===== config.mk =====
export PLATFORM = sky130hd
export DESIGN_NAME = ls_unit_flat
export DESIGN_NICKNAME = d
export VERILOG_FILES = /design/src/rtl/cpu_pkg.sv /design/src/rtl/ls_unit_if.sv /design/src/rtl/ls_timeout_ctr.sv /design/src/rtl/ls_unit.sv /design/src/flat_wrapper.sv
export SDC_FILE = /design/constraint.sdc
export NUM_CORES = 1
export LEC_CHECK = 0
export ABC_AREA = 1
export CORE_MARGIN = 2
export CORE_UTILIZATION = 44
export CTS_CLUSTER_DIAMETER = 120
export DETAILED_ROUTE_END_ITERATION = 8
export GPL_TIMING_DRIVEN = 1
export PLACE_DENSITY = 0.95
export SYNTH_ARGS = -nofsm -noshare
export SYNTH_HDL_FRONTEND = slang
export SYNTH_SLANG_ARGS = --single-unit

===== constraint.sdc =====
create_clock -name clk -period 3.43 [get_ports clk]
set_input_delay 0.686 -clock clk [delete_from_list [all_inputs] [get_ports clk]]
set_output_delay 0.686 -clock clk [all_outputs]
set_load 0.05 [all_outputs]

===== src/rtl/cpu_pkg.sv =====
// rtl/cpu_pkg.sv - shared CPU types: load/store unit state encoding and timeout default
package cpu_pkg;

  typedef enum logic [1:0] {
    LS_IDLE  = 2'd0,
    LS_ISSUE = 2'd1,
    LS_WAIT  = 2'd2,
    LS_DONE  = 2'd3
  } ls_state_t;

  localparam int LS_TIMEOUT_DEFAULT = 15;

endpackage


===== src/rtl/ls_unit_if.sv =====
// rtl/ls_unit_if.sv - synchronous memory/IO port with ready acknowledge
interface ls_unit_if #(
  parameter int ADDR_W = 16,
  parameter int DATA_W = 16
);
  logic              mem_en;
  logic              mem_we;
  logic [ADDR_W-1:0] mem_addr;
  logic [DATA_W-1:0] mem_wdata;
  logic [DATA_W-1:0] mem_rdata;
  logic              mem_ready;

  modport master (
    output mem_en, mem_we, mem_addr, mem_wdata,
    input  mem_rdata, mem_ready
  );

  modport slave (
    input  mem_en, mem_we, mem_addr, mem_wdata,
    output mem_rdata, mem_ready
  );
endinterface


===== src/rtl/ls_timeout_ctr.sv =====
// rtl/ls_timeout_ctr.sv - WAIT-state watchdog counter; tc flags that this increment reaches TIMEOUT
module ls_timeout_ctr #(
  parameter int  TIMEOUT = 15,
  localparam int CNT_W   = $clog2(TIMEOUT + 1)
) (
  input  logic clk,
  input  logic reset,
  input  logic clear,
  input  logic enable,
  output logic tc
);
  logic [CNT_W-1:0] count;

  always_ff @(posedge clk or negedge reset) begin
    if (!reset) begin
      count <= '0;
    end else if (clear) begin
      count <= '0;
    end else if (enable) begin
      count <= count + CNT_W'(1);
    end
  end

  // Raised one count early so the FSM leaves WAIT on the TIMEOUT-th idle cycle.
  assign tc = (count == CNT_W'(TIMEOUT - 1));
endmodule


===== src/rtl/ls_unit.sv =====
// rtl/ls_unit.sv - load/store unit between the control FSM and the memory/IO port
// Optional WAIT watchdog with error completion is built when LS_TIMEOUT_EN is defined.
module ls_unit
  import cpu_pkg::*;
#(
  parameter int ADDR_W = 16,
  parameter int DATA_W = 16
`ifdef LS_TIMEOUT_EN
  ,
  parameter int TIMEOUT = LS_TIMEOUT_DEFAULT
`endif
) (
  input  logic              clk,
  input  logic              reset,
  input  logic              ls_req,
  input  logic              ls_we,
  input  logic [15:0]       ls_addr,
  input  logic [DATA_W-1:0] ls_wdata,
  output logic              ls_busy,
  output logic              ls_done,
  output logic              ls_err,
  output logic [DATA_W-1:0] ls_rdata,
  ls_unit_if.master         mem
);
  ls_state_t         state_q, state_d;
  logic              we_q;
  logic [ADDR_W-1:0] addr_q;
  logic [DATA_W-1:0] wdata_q;
  logic [DATA_W-1:0] rdata_q;
  logic              accept;
  logic              ready_hit;
  logic              timed_out;

  assign accept    = (state_q == LS_IDLE) && ls_req;
  assign ready_hit = (state_q == LS_WAIT) && mem.mem_ready;

`ifdef LS_TIMEOUT_EN
  logic tc;
  logic err_q;

  ls_timeout_ctr #(.TIMEOUT(TIMEOUT)) u_timeout_ctr (
    .clk    (clk),
    .reset  (reset),
    .clear  (state_q == LS_ISSUE),
    .enable ((state_q == LS_WAIT) && !mem.mem_ready),
    .tc     (tc)
  );

  // A ready arriving on the terminal cycle still completes successfully.
  assign timed_out = (state_q == LS_WAIT) && !mem.mem_ready && tc;

  always_ff @(posedge clk or negedge reset) begin
    if (!reset) begin
      err_q <= 1'b0;
    end else if (state_q == LS_WAIT) begin
      err_q <= timed_out;
    end
  end

  assign ls_err = err_q && (state_q == LS_DONE);
`else
  assign timed_out = 1'b0;
  assign ls_err    = 1'b0;
`endif

  always_comb begin
    state_d = state_q;
    case (state_q)
      LS_IDLE:  if (ls_req) state_d = LS_ISSUE;
      LS_ISSUE: state_d = LS_WAIT;
      LS_WAIT:  if (ready_hit || timed_out) state_d = LS_DONE;
      LS_DONE:  state_d = LS_IDLE;
      default:  state_d = LS_IDLE;
    endcase
  end

  always_ff @(posedge clk or negedge reset) begin
    if (!reset) begin
      state_q <= LS_IDLE;
    end else begin
      state_q <= state_d;
    end
  end

  always_ff @(posedge clk or negedge reset) begin
    if (!reset) begin
      we_q    <= 1'b0;
      addr_q  <= '0;
      wdata_q <= '0;
    end else if (accept) begin
      we_q    <= ls_we;
      addr_q  <= ls_addr[ADDR_W-1:0];
      wdata_q <= ls_wdata;
    end
  end

  always_ff @(posedge clk or negedge reset) begin
    if (!reset) begin
      rdata_q <= '0;
    end else if (ready_hit && !we_q) begin
      rdata_q <= mem.mem_rdata;
    end
  end

  // Strobes decode from state alone so reset drops them without a clock.
  assign mem.mem_en    = (state_q == LS_ISSUE);
  assign mem.mem_we    = (state_q == LS_ISSUE) && we_q;
  assign mem.mem_addr  = addr_q;
  assign mem.mem_wdata = wdata_q;

  assign ls_busy  = (state_q != LS_IDLE);
  assign ls_done  = (state_q == LS_DONE);
  assign ls_rdata = rdata_q;
endmodule


===== src/flat_wrapper.sv =====
// flat-port wrapper written by rule: the top's interface ports become plain ports
module ls_unit_flat import cpu_pkg::*;
#(
  parameter int ADDR_W = 16,
  parameter int DATA_W = 16

)
  (clk, reset, ls_req, ls_we, ls_addr, ls_wdata, ls_busy, ls_done, ls_err, ls_rdata, mem_mem_en, mem_mem_we, mem_mem_addr, mem_mem_wdata, mem_mem_rdata, mem_mem_ready);
  ls_unit_if #(.ADDR_W(ADDR_W), .DATA_W(DATA_W)) mem_i ();
  input  logic clk;
  input  logic reset;
  input  logic ls_req;
  input  logic ls_we;
  input  logic [15:0] ls_addr;
  input  logic [DATA_W-1:0] ls_wdata;
  output logic ls_busy;
  output logic ls_done;
  output logic ls_err;
  output logic [DATA_W-1:0] ls_rdata;
  output wire logic [$bits(mem_i.mem_en)-1:0] mem_mem_en;
  output wire logic [$bits(mem_i.mem_we)-1:0] mem_mem_we;
  output wire logic [$bits(mem_i.mem_addr)-1:0] mem_mem_addr;
  output wire logic [$bits(mem_i.mem_wdata)-1:0] mem_mem_wdata;
  input wire logic [$bits(mem_i.mem_rdata)-1:0] mem_mem_rdata;
  input wire logic [$bits(mem_i.mem_ready)-1:0] mem_mem_ready;
  assign mem_mem_en = mem_i.mem_en;
  assign mem_mem_we = mem_i.mem_we;
  assign mem_mem_addr = mem_i.mem_addr;
  assign mem_mem_wdata = mem_i.mem_wdata;
  assign mem_i.mem_rdata = mem_mem_rdata;
  assign mem_i.mem_ready = mem_mem_ready;
  ls_unit #(.ADDR_W(ADDR_W), .DATA_W(DATA_W)) u_core (.clk(clk), .reset(reset), .ls_req(ls_req), .ls_we(ls_we), .ls_addr(ls_addr), .ls_wdata(ls_wdata), .ls_busy(ls_busy), .ls_done(ls_done), .ls_err(ls_err), .ls_rdata(ls_rdata), .mem(mem_i));
endmodule

== Yosys cells after proc, flatten, opt, wreduce, memory -nomap -nowiden ==
Index checks and enable logic that the tools add are counted.
Storage, ports and cells
  register bits: 51
  bits of input ports: 53
  output and inout bits: 53
  word-level logic and storage cells: 21
Cells by class
  equality and inequality tests: 5
  mux-type cells: 3
  reduce and logical (&&, ||, !) cells: 8
Operator list (count)
  $pmux W2 S4: 1
  $eq A2 B2 Y1 const B: 2
  $logic_and A1 B1 Y1: 4
  $mux W2: 2
  $eq A2 B1 Y1 const B: 1
  $logic_not A2 Y1: 1
  $ne A2 B1 Y1 const B: 1
  $ne A2 B2 Y1 const B: 1
  $reduce_and A2 Y1: 1
  $reduce_bool A2 Y1: 1
  $logic_not A1 Y1: 1

== Logic depth before layout (Yosys ltp) ==
  depth after elaboration: 4
  depth in mapped cells: 7
  depth with buffers taken out: 6

== Worst setup path before layout ==
Ideal clock, no wire load.
  path kind: register to output
  from: reg u_core.state_q[1]
  to: out mem_mem_we
  data arrival time: 1.350 ns
  required time: 2.744 ns
  slack: 1.394 ns
  stages on the path, launching flop included: 5
  buffers on the path: 0
  cells stage by stage: dfrtp_1 > inv_1 > ha_1 > nand2_1 > inv_1
On the way
  longest elaborated chain between the ends: 2
Ends and longest elaborated chain
  from (decl): RTL line ls_unit.sv:25  | ls_state_t state_q, state_d;
  from (signal assigned): RTL line ls_unit.sv:81  | state_q <= state_d;
  $eq A2 B1 Y1
  named net mem_mem_en: RTL line flat_wrapper.sv:20  | output wire logic [$bits(mem_i.mem_en)-1:0] mem_mem_en;
  $logic_and A1 B1 Y1: RTL line ls_unit.sv:107  | assign mem.mem_we = (state_q == LS_ISSUE) && we_q;
  to (decl): RTL line flat_wrapper.sv:21  | output wire logic [$bits(mem_i.mem_we)-1:0] mem_mem_we;
The timed path passes the listed nets, and every way through them passes these cells.

== Final worst setup path ==
  from: reg u_core.state_q[1]
  to: out mem_mem_we
On the way
  longest elaborated chain between the ends: 2
Ends and longest elaborated chain (RTL line)
  $eq A2 B1 Y1: ls_unit.sv:107
  $logic_and A1 B1 Y1: ls_unit.sv:107
No other way between the ends.

==> impl_metrics.yaml <==
worst_setup_path:
  path_cells: "inv_1 > ha_1 > nand2_1 > inv_1 > clkdlybuf4s50_1"
  worst_setup_path_end_kind: "output pin"
  startpoint_type: "flip-flop"
  slowest_stage: "clkdlybuf4s50_1"
  crit_arrival_ps: 1910
  critPathKind: "flip-flop to output pin"
  critPathMaxFanout: 4
  critPathMaxStageDelay_ps: 790
  crit_top_cell: "inv_1"
  worstPathRequired_ps: 2740
layout:
  ff_latch_area_um2: 1276
  fillers: 388
  fin_util_pct: 69.10
  syn2layout_area_growth_pct: 49.66
  final_cell_mix: "103 x clkdlybuf4s50_1, 95 x nand2_1, 51 x dfrtp_1"
  antenna_cells: 0
  layout-drive-gt1-share_pct: 6.825
  layout_commonest_cell: "clkdlybuf4s50_1"
  multiInputGateArea_um2: 780.7
  nets: 393
sta:
  fmax_mhz: 385.2
  hold_slack_ps: 476.0
  hold_viol_final: 0
  maxSlewViolCount: 0
  setup_viol: 0
  fin_crit_sh_pct: 75.68
  maxSlewHeadroom_pct: 27.49
  fin_skew_ps: 4.668
  finalCriticalPeriod_ps: 2596
  rsz0062_at_grt: "no"
  tightest_slew_ps: 1088
  fin_setup_tns_ps: 0
synth:
  netlist_instances: 241
  syn_nets: 298
  synth-seq-area-share_pct: 57.76
  synth_area_um2: 2210
  synth_warnings: 0
  avgSynthCellArea_um2: 9.169
  yosysUniqueCellTypes: 16
  ys_seq_elements: 51
drt:
  drtIter0Drc: 96
  drtPass1Iterations: 6
  drc_errors: 0
  avgViaCountPerCell: 4.936
  drt_wl_total_um: 5576
  vias: 1994
  ant_nets: 0
  wire_per_inst_um: 13.80
grt:
  grt_first_pass_wirelength_um: 8838
  grt_pass1_vias: 1984
  grt_antenna_before_repair: 0
  grt_max_degree: 52
  grt.total_usage_pct: 20.67
  gr-total-overflow: 0
placed_design:
  dp_hpwl_um: 3829
  place.gp.congestion: 0.7785
  port_buffers: 104
floorplan:
  core_um2: 4786
  die_h_um: 74.87
  num_io_pins: 106
  start_util_pct: 46.17
  die_area_um2: 5605
  die_w_um: 74.87
  rows: 25
clock_network:
  ctsResizeCount: 0
  clkLatencyLatePin_ps: 300
  htreeDepth: 2
  cts_tree: "built"
  clkSinkCount: 51
  cts_buffers: 5
  cts_root_buf: "clkbuf_8"
  post_cts_buffers: 0
  clk_pin_slew_ps: 90
  cts_max_path_buffers: 2
  cts_hold_buf: 0
status:
  status: "complete, no violations"
power:
  cellPowerDensity_nw_per_um2: 1104
  p_leak_nw: 1.605
  irDropWorstVdd_mv: 0.5904
flow_run:
  drv_cap: 0
hold_path:
  hold_path.class: "flip-flop to flip-flop"
[worst max-delay path, delay by kind of cell, from the launching register on]
kind / cells / cell delay [ps]
adder cells (fa/ha/maj): 1 / 180
AND/OR/NAND/NOR: 1 / 60
flip-flops: 1 / 420
buffers and inverters: 3 / 940
[cell usage after synthesis]
| library cell | count | area [µm²] |
|---|---|---|
| a21oi_1 | 1 | 5.000 |
| buf_2 | 8 | 40.04 |
| buf_4 | 9 | 67.56 |
| buf_8 | 1 | 15.01 |
| conb_1 | 1 | 3.750 |
| dfrtp_1 | 51 | 1276 |
| ha_1 | 4 | 50.05 |
| inv_1 | 7 | 26.28 |
| inv_2 | 1 | 3.750 |
| nand2_1 | 95 | 356.6 |
| nand2_2 | 10 | 62.56 |
| nand2_4 | 1 | 11.26 |
| nand3_1 | 34 | 170.2 |
| nand3_4 | 1 | 17.52 |
| nand4_1 | 16 | 100.1 |
| nor2_1 | 1 | 3.750 |
[registers in the layout, summed over array words and instances (netlist names)]
register / cells
u_core.ls_rdata: 16
u_core.mem.mem_addr: 16
u_core.mem.mem_wdata: 16
u_core.state_q: 2
u_core.we_q: 1
[through the flow]
| stage | std cells | power, mW | setup WS [ps] | cell area [µm²] |
|---|---|---|---|---|
| 2_1_floorplan | 241 | 2.591 | 1394 | 2210 |
| 3_3_place_gp | 396 | 3.278 | 1215 | 3222 |
| 3_5_place_dp | 396 | 3.339 | 1164 | 3222 |
| 4_1_cts | 404 | 3.677 | 820.1 | 3307 |
| 5_1_grt | 404 | 3.854 | 756.9 | 3307 |
| 6_report | 404 | 3.651 | 834.2 | 3307 |
[layer usage]
layer	global-route usage, %	share of wire [%]
met5	0	0
met4	9.127	1.9
met3	4.819	8.3
met2	35.09	49
met1	25.13	41
[path summary, 6_finish.rpt]
kind	startpoint	to	slack (ps)	depth (start not counted)
worst max-delay path	u_core.state_q[1]$_DFFE_PN0P_	mem_mem_we	830	5
worst min-delay path	u_core.mem.mem_wdata[6]$_DFFE_PN0P_	u_core.mem.mem_wdata[6]$_DFFE_PN0P_	480	2
worst max register to register	u_core.state_q[0]$_DFFE_PN0P_	u_core.ls_rdata[15]$_DFFE_PN0P_	1590	5
worst min register to register	u_core.mem.mem_wdata[6]$_DFFE_PN0P_	u_core.mem.mem_wdata[6]$_DFFE_PN0P_	480	2
max in group asynchronous	reset	u_core.mem.mem_addr[2]$_DFFE_PN0P_	2180	1
min in group asynchronous	reset	u_core.ls_rdata[11]$_DFFE_PN0P_	590	1
[final cells by class]
| cell class | count | share of cell area (%) |
|---|---|---|
| sequential | 51 | 38.59 |
| timing repair buffer | 106 | 31.78 |
| multi-input combinational | 164 | 23.61 |
| tap | 67 | 2.535 |
| clock buffer | 6 | 2.194 |
| inverter | 8 | 0.9081 |
| clock inverter | 2 | 0.3784 |
[power by group]
| group | internal [mW] | total, mW | switching [mW] |
|---|---|---|---|
| logic | 0.710 | 2.27 | 1.56 |
| clock network | 0.143 | 0.332 | 0.190 |
| registers | 0.882 | 1.05 | 0.171 |
[cell families (layout without fill, tap and decap cells)]
| logic type | count (synthesis) | count (layout) | synth area share (%) |
|---|---|---|---|
| adders and majority gates | 4 | 4 | 2.265 |
| and+or+nand+nor | 158 | 158 | 32.67 |
| other | 1 | 1 | 0.1697 |
| AOI/OAI and AO/OA | 1 | 1 | 0.2263 |
| buffers and inverters | 26 | 122 | 6.908 |
| DFF | 51 | 51 | 57.76 |
(Power assumes the default switching activity.)
